==> src/rtl/sr_reg_arbiter.sv <==
// sr_reg_arbiter: two-requester round-robin arbiter owning a shared master/slave set-reset register
// Ports:
//   clk, rst        clock and asynchronous active-high reset
//   req0/s0/r0      requester 0 request, per-bit set mask, per-bit reset mask
//   req1/s1/r1      requester 1 request, per-bit set mask, per-bit reset mask
//   gnt             one-hot owner of the register during CAPTURE and COMMIT
//   ack             one-cycle completion pulse per requester
//   busy            high outside IDLE
//   q, qbar         slave register contents and their complement
//   conflict        one-cycle pulse when the committed write had a bit with S=R=1
module sr_reg_arbiter #(
    parameter int WIDTH = 4
) (
    input  logic             clk,
    input  logic             rst,
    input  logic             req0,
    input  logic [WIDTH-1:0] s0,
    input  logic [WIDTH-1:0] r0,
    input  logic             req1,
    input  logic [WIDTH-1:0] s1,
    input  logic [WIDTH-1:0] r1,
    output logic [1:0]       gnt,
    output logic [1:0]       ack,
    output logic             busy,
    output logic [WIDTH-1:0] q,
    output logic [WIDTH-1:0] qbar,
    output logic             conflict
);
    typedef enum logic [1:0] {IDLE, CAPTURE, COMMIT} state_t;
    state_t state, state_d;
    logic win, win_d, last;
    logic [WIDTH-1:0] s_op, r_op, master;
    always_comb begin
        state_d = state;
        // on a tie the requester that did not win last time goes next
        win_d   = (req0 && req1) ? ~last : req1;
        case (state)
            IDLE:    state_d = (req0 || req1) ? CAPTURE : IDLE;
            CAPTURE: state_d = COMMIT;
            default: state_d = IDLE;
        endcase
    end
    always_ff @(posedge clk or posedge rst) begin
        if (rst) begin
            state    <= IDLE;
            win      <= 1'b0;
            last     <= 1'b1;
            s_op     <= '0;
            r_op     <= '0;
            master   <= '0;
            q        <= '0;
            ack      <= 2'b00;
            conflict <= 1'b0;
        end else begin
            state    <= state_d;
            ack      <= 2'b00;
            conflict <= 1'b0;
            if (state == IDLE && (req0 || req1)) begin
                win  <= win_d;
                s_op <= win_d ? s1 : s0;
                r_op <= win_d ? r1 : r0;
            end
            // set-only bits go high, reset-only bits go low, neither or both hold
            if (state == CAPTURE)
                master <= (s_op & ~r_op) | (q & ~(s_op ^ r_op));
            if (state == COMMIT) begin
                q        <= master;
                ack      <= win ? 2'b10 : 2'b01;
                conflict <= |(s_op & r_op);
                last     <= win;
            end
        end
    end
    assign busy = (state != IDLE);
    assign gnt  = busy ? (win ? 2'b10 : 2'b01) : 2'b00;
    assign qbar = ~q;
endmodule

==> config.mk <==
export PLATFORM = sky130hd
export DESIGN_NAME = sr_reg_arbiter
export DESIGN_NICKNAME = d
export VERILOG_FILES = /design/src/rtl/sr_reg_arbiter.sv
export SDC_FILE = /design/constraint.sdc
export NUM_CORES = 1
export LEC_CHECK = 0
export CAP_MARGIN = 20
export CORE_MARGIN = 3
export CORE_UTILIZATION = 45
export CTS_CLUSTER_DIAMETER = 100
export DETAILED_ROUTE_END_ITERATION = 10
export PLACE_DENSITY = 0.77
export SLEW_MARGIN = 20
export SYNTH_ARGS = -nofsm -noshare
export SYNTH_HDL_FRONTEND = slang
export SYNTH_SLANG_ARGS = --single-unit
==> constraint.sdc <==
create_clock -name clk -period 1.8 [get_ports clk]
set_input_delay 0.18 -clock clk [delete_from_list [all_inputs] [get_ports clk]]
set_output_delay 0.18 -clock clk [all_outputs]
set_load 0.02 [all_outputs]
# Word-level counts from Yosys, hierarchy flattened
# Index checks and enable logic that the tools add are counted.
# totals
regBits	23
output_inout_bits	14
wordCells	35
# classes
eq_ne	2
muxes	9
bitwise	9
reduce_logical	6
# ops
operator	count
$and 4x4->4	3
$not 4->4	3
$mux 4	2
$mux 2	3
$or 4x4->4	1
$pmux 2 s2	1
$reduce_or 4->1	1
$xor 4x4->4	1
$mux 1	3
$eq 2x1->1 const B	1
$eq 2x2->1 const B	1
$logic_and 1x1->1	2
$logic_not 2->1	1
$reduce_bool 2->1	1
$logic_or 1x1->1	1
$not 1->1	1

# Logic depth before layout (Yosys ltp)
# depth
word_depth	4
ltp_mapped	4
depth_no_buf	4

# Worst setup path after synthesis
# No wires, ideal clock.
# synth_path
path_kind	register -> register
start	register last
end	register s_op[0]
setup_time_ns	0.125
arrival_time_ns	1.298
required_ns	1.675
path_slack_ns	0.377
stages_incl_launch_ff	5
cell_sequence	dfstp_2 > a21bo_1 > buf_6 > mux2_4 > mux2_2
# synth_between
elab_chain_len	3
# synth_lines
item	line	source
start, declared	31	logic win, win_d, last;
start signal, assigned	70	last <= win;
$not 1->1	36	win_d = (req0 && req1) ? ~last : req1;
$mux 1	36	
$mux 4	60	s_op <= win_d ? s1 : s0;
end signal, assigned	60	
end, declared	32	logic [WIDTH-1:0] s_op, r_op, master;
# No other way between the ends.
# A chain may end at the register's enable or synchronous reset.

# Worst setup path in the final report
# layout_path
start	register state[1]
end	output gnt[1]
# layout_between
elab_chain_len	2
# layout_lines
item	line	source
start, declared	30	state_t state, state_d;
start signal, assigned	55	state <= state_d;
$reduce_bool 2->1	74	assign busy = (state != IDLE);
$mux 2	75	assign gnt = busy ? (win ? 2'b10 : 2'b01) : 2'b00;
end, declared	22	output logic [1:0] gnt,
# No other way between the ends.

==> out/qor.csv <==
stage,metric,value,unit
final_layout,antenna_cells,0,
critical_path,worst-path-buf-inv,1,
status,run_status,finished clean,
global_route,grt_pass1_wl,3.539,mm
yosys,yosys-top-cells-count,"dfrtp_1, inv_1, ha_1, mux2_2, mux2i_1",
critical_path,path_cells,"nor2_2, nor2_1, clkdlybuf4s50_1",
sta,max_freq,583.9,MHz
power,p_leak,0.0007572,uW
yosys,synth_flop_cell,dfrtp_1,
sta,rsz0062_at_grt,no,
yosys,syn-num-nets,120,
yosys,synth_area_leaders,"dfrtp_1, ha_1, mux2_2",
sta,finalCriticalPeriod,1.713,ns
critical_path,critPathArrivalTime,1.53,ns
yosys,syn_inst,92,
yosys,yosys_warnings,0,
clocking,cts_hold_buf,0,
critical_path,critPathCaptureType,output port,
critical_path,startpoint_type,flop,
placement,dpl.hpwl,1.572,mm
sta,tightest_slew,0.4827,ns
sta,clock_skew,0.01273,ns
yosys,yosysSeqAreaShare,52.15,%
placement,numPortBuffers,33,
clocking,cts-root-buf,clkbuf_4,
placement,place_congestion,0.7528,
clocking,clk_path_buf_depth,2,
job,drv_cap,0,
yosys,synth.distinct_cells,19,
power,pwr_density_cell,1564,mW/mm2
route,drt_iter0_markers,8,
route,dr_wl_met3,89,um
route,top_layer,met4,
critical_path,cpPeakStageDelay,0.53,ns
floorplanning,fp.dieW,55.58,um
floorplanning,core-area,0.002276,mm2
clocking,clk_latency,0.32,ns
critical_path,critPathSlowestCell,clkdlybuf4s50_1,
sta,setup_viol,0,
yosys,synth_top_area_share,49.77,%
yosys,synth_area_per_cell,12.02,um2
critical_path,worstPathMaxFanout,4,
yosys,yosysMostFrequentCell,dfrtp_1,
route,vias,758,
sta,slew-limit-headroom,67.82,%
critical_path,cpLargestDelayFamily,buffers and inverters,
sta,holdWs,0.1848,ns
final_layout,fin_nets,158,
route,wirelength,2.010,mm
route,wl_per_cell,12.80,um
clocking,cts_tree,built,
floorplanning,start_util,48.60,%
floorplanning,row_count,17,
clocking,htreeDepth,1,
yosys,syn-cell-area,0.001106,mm2
global_route,grt.overflow.total,0,
clocking,cts.clk_slew.worst_paths,0.13,ns
global_route,grt_max_degree,24,
route,wl_met2,1.015,mm
final_layout,drive_above_1_share,17.05,%
yosys,synthArstFlopShare,100.0,%
route,drc,0,
sta,slew_violations,0,
power,power,2359,uW
global_route,grtUsageTotal,14.61,%
sta,hold_viol,0,
yosys,yosysTopAreaCell,dfrtp_1,
floorplanning,die_area,0.003089,mm2
final_layout,area_growth,36.31,%
clocking,clock_sinks,23,
clocking,cts_buffers,3,
yosys,synth_edf_count,0,
final_layout,postLayoutCoreUtil,66.25,%
clocking,post_cts_buffers,0,
yosys,yosys_register_bits,23,
global_route,grt_pass1_vias,829,
final_layout,nFillCells,189,
power,ir_drop,0.8466,mV
critical_path,crit_type,reg2out,
floorplanning,die_h,55.58,um
global_route,antenna_found_initial,0,
critical_path,critPathRequiredTime,1.62,ns
floorplanning,pin_count,34,
route,ant_nets,0,
sta,min_period_over_period,95.15,%
worst_hold_path,hold_path_class,in2async,
route,wl_met1,855,um
route,drtPass1Iterations,2,
route,vias_per_cell,4.828,
==> final timing paths <==
check                               from       end  slack, ns  cells after the start
max in group asynchronous            rst      last       1.34                      3
worst max register to register      last   s_op[1]       0.11                      3
worst min register to register       win    ack[0]       0.50                      1
worst min-delay path                 rst  state[0]       0.18                      3
min in group clk                   r1[1]   r_op[1]       0.48                      3
worst max-delay path            state[1]    gnt[1]       0.09                      3
==> cell usage in the layout, fill, tap and decap left out <==
cell and count:
a21bo_1 1, a21o_1 1, a21oi_1 4, buf_4 3, clkbuf_4 3, clkdlybuf4s50_1 32
clkinv_2 1, dfrtp_1 22, dfstp_2 1, dlymetal6s2s_1 1, ha_1 8, inv_1 13
mux2_2 8, mux2_4 4, mux2i_1 8, nand2_1 4, nand2b_1 2, nor2_1 5
nor2_2 1, nor4_1 1, o21ai_0 4, o21ai_2 1, o2bb2ai_1 1
==> cells by family after synthesis <==
logic type,synth area share (%)
flip-flops,52.15
multiplexers,20.82
buffers and inverters,6.109
AND/OR/NAND/NOR,5.090
AO/OA/AOI/OAI,6.788
adder cells (fa/ha/maj),9.050
==> power by group <==
group,internal (uW),switching [uW],total [uW]
logic,615,586,1200
registers,757,159,916
clock network,83.1,159,242
total,1450,904,2360
==> per-layer routing <==
layer | vias to the layer above | GRT usage [%]
met3 | 5 | 2.320
met4 | 0 | 7.292
met1 | 361 | 16.94
met5 | - | 0
met2 | 20 | 25.84
li1 | 372 | -
==> sequential cells by signal (all words and copies together), names as in the netlist <==
name and cells:
ack 2, conflict 1, last 1, master 4, q 4, r_op 4
s_op 4, state 2, win 1
==> timing repair <==
item | CTS | global route
endpoints found under the setup margin | 1 | 1
gates resized for setup | 1 | 1
pin swaps | 0 | 0
==> worst reg2reg max path, delay by kind of cell (launching register included) <==
kind / cells / cell delay (ns)
compound gates: 1 / 0.42
flops: 1 / 0.56
mux: 2 / 0.60
==> cell type report <==
cell class                      instances  area, um2  share of cell area, %
Clock inverter                          1      5.005                 0.3319
Multi-Input combinational cell         53      464.2                  30.79
Timing Repair Buffer                   36      355.3                  23.57
Sequential cell                        23      576.8                  38.26
Inverter                               13      48.80                  3.237
Tap cell                               28      35.03                  2.324
Clock buffer                            3      22.52                  1.494
==> through the flow <==
stage,setup slack (ns),instance area [um2],setup TNS (ns),std cells
final,0.08725,1508,0,157
after global routing,0.03431,1508,0,157
after CTS,0.04253,1505,0,157
after detailed placement,-0.08395,1475,-0.3073,153
after global placement,-0.03025,1475,-0.1186,153
after floorplan,0.3770,1106,0,92
No activity file was read; power rests on OpenSTA's default activity.
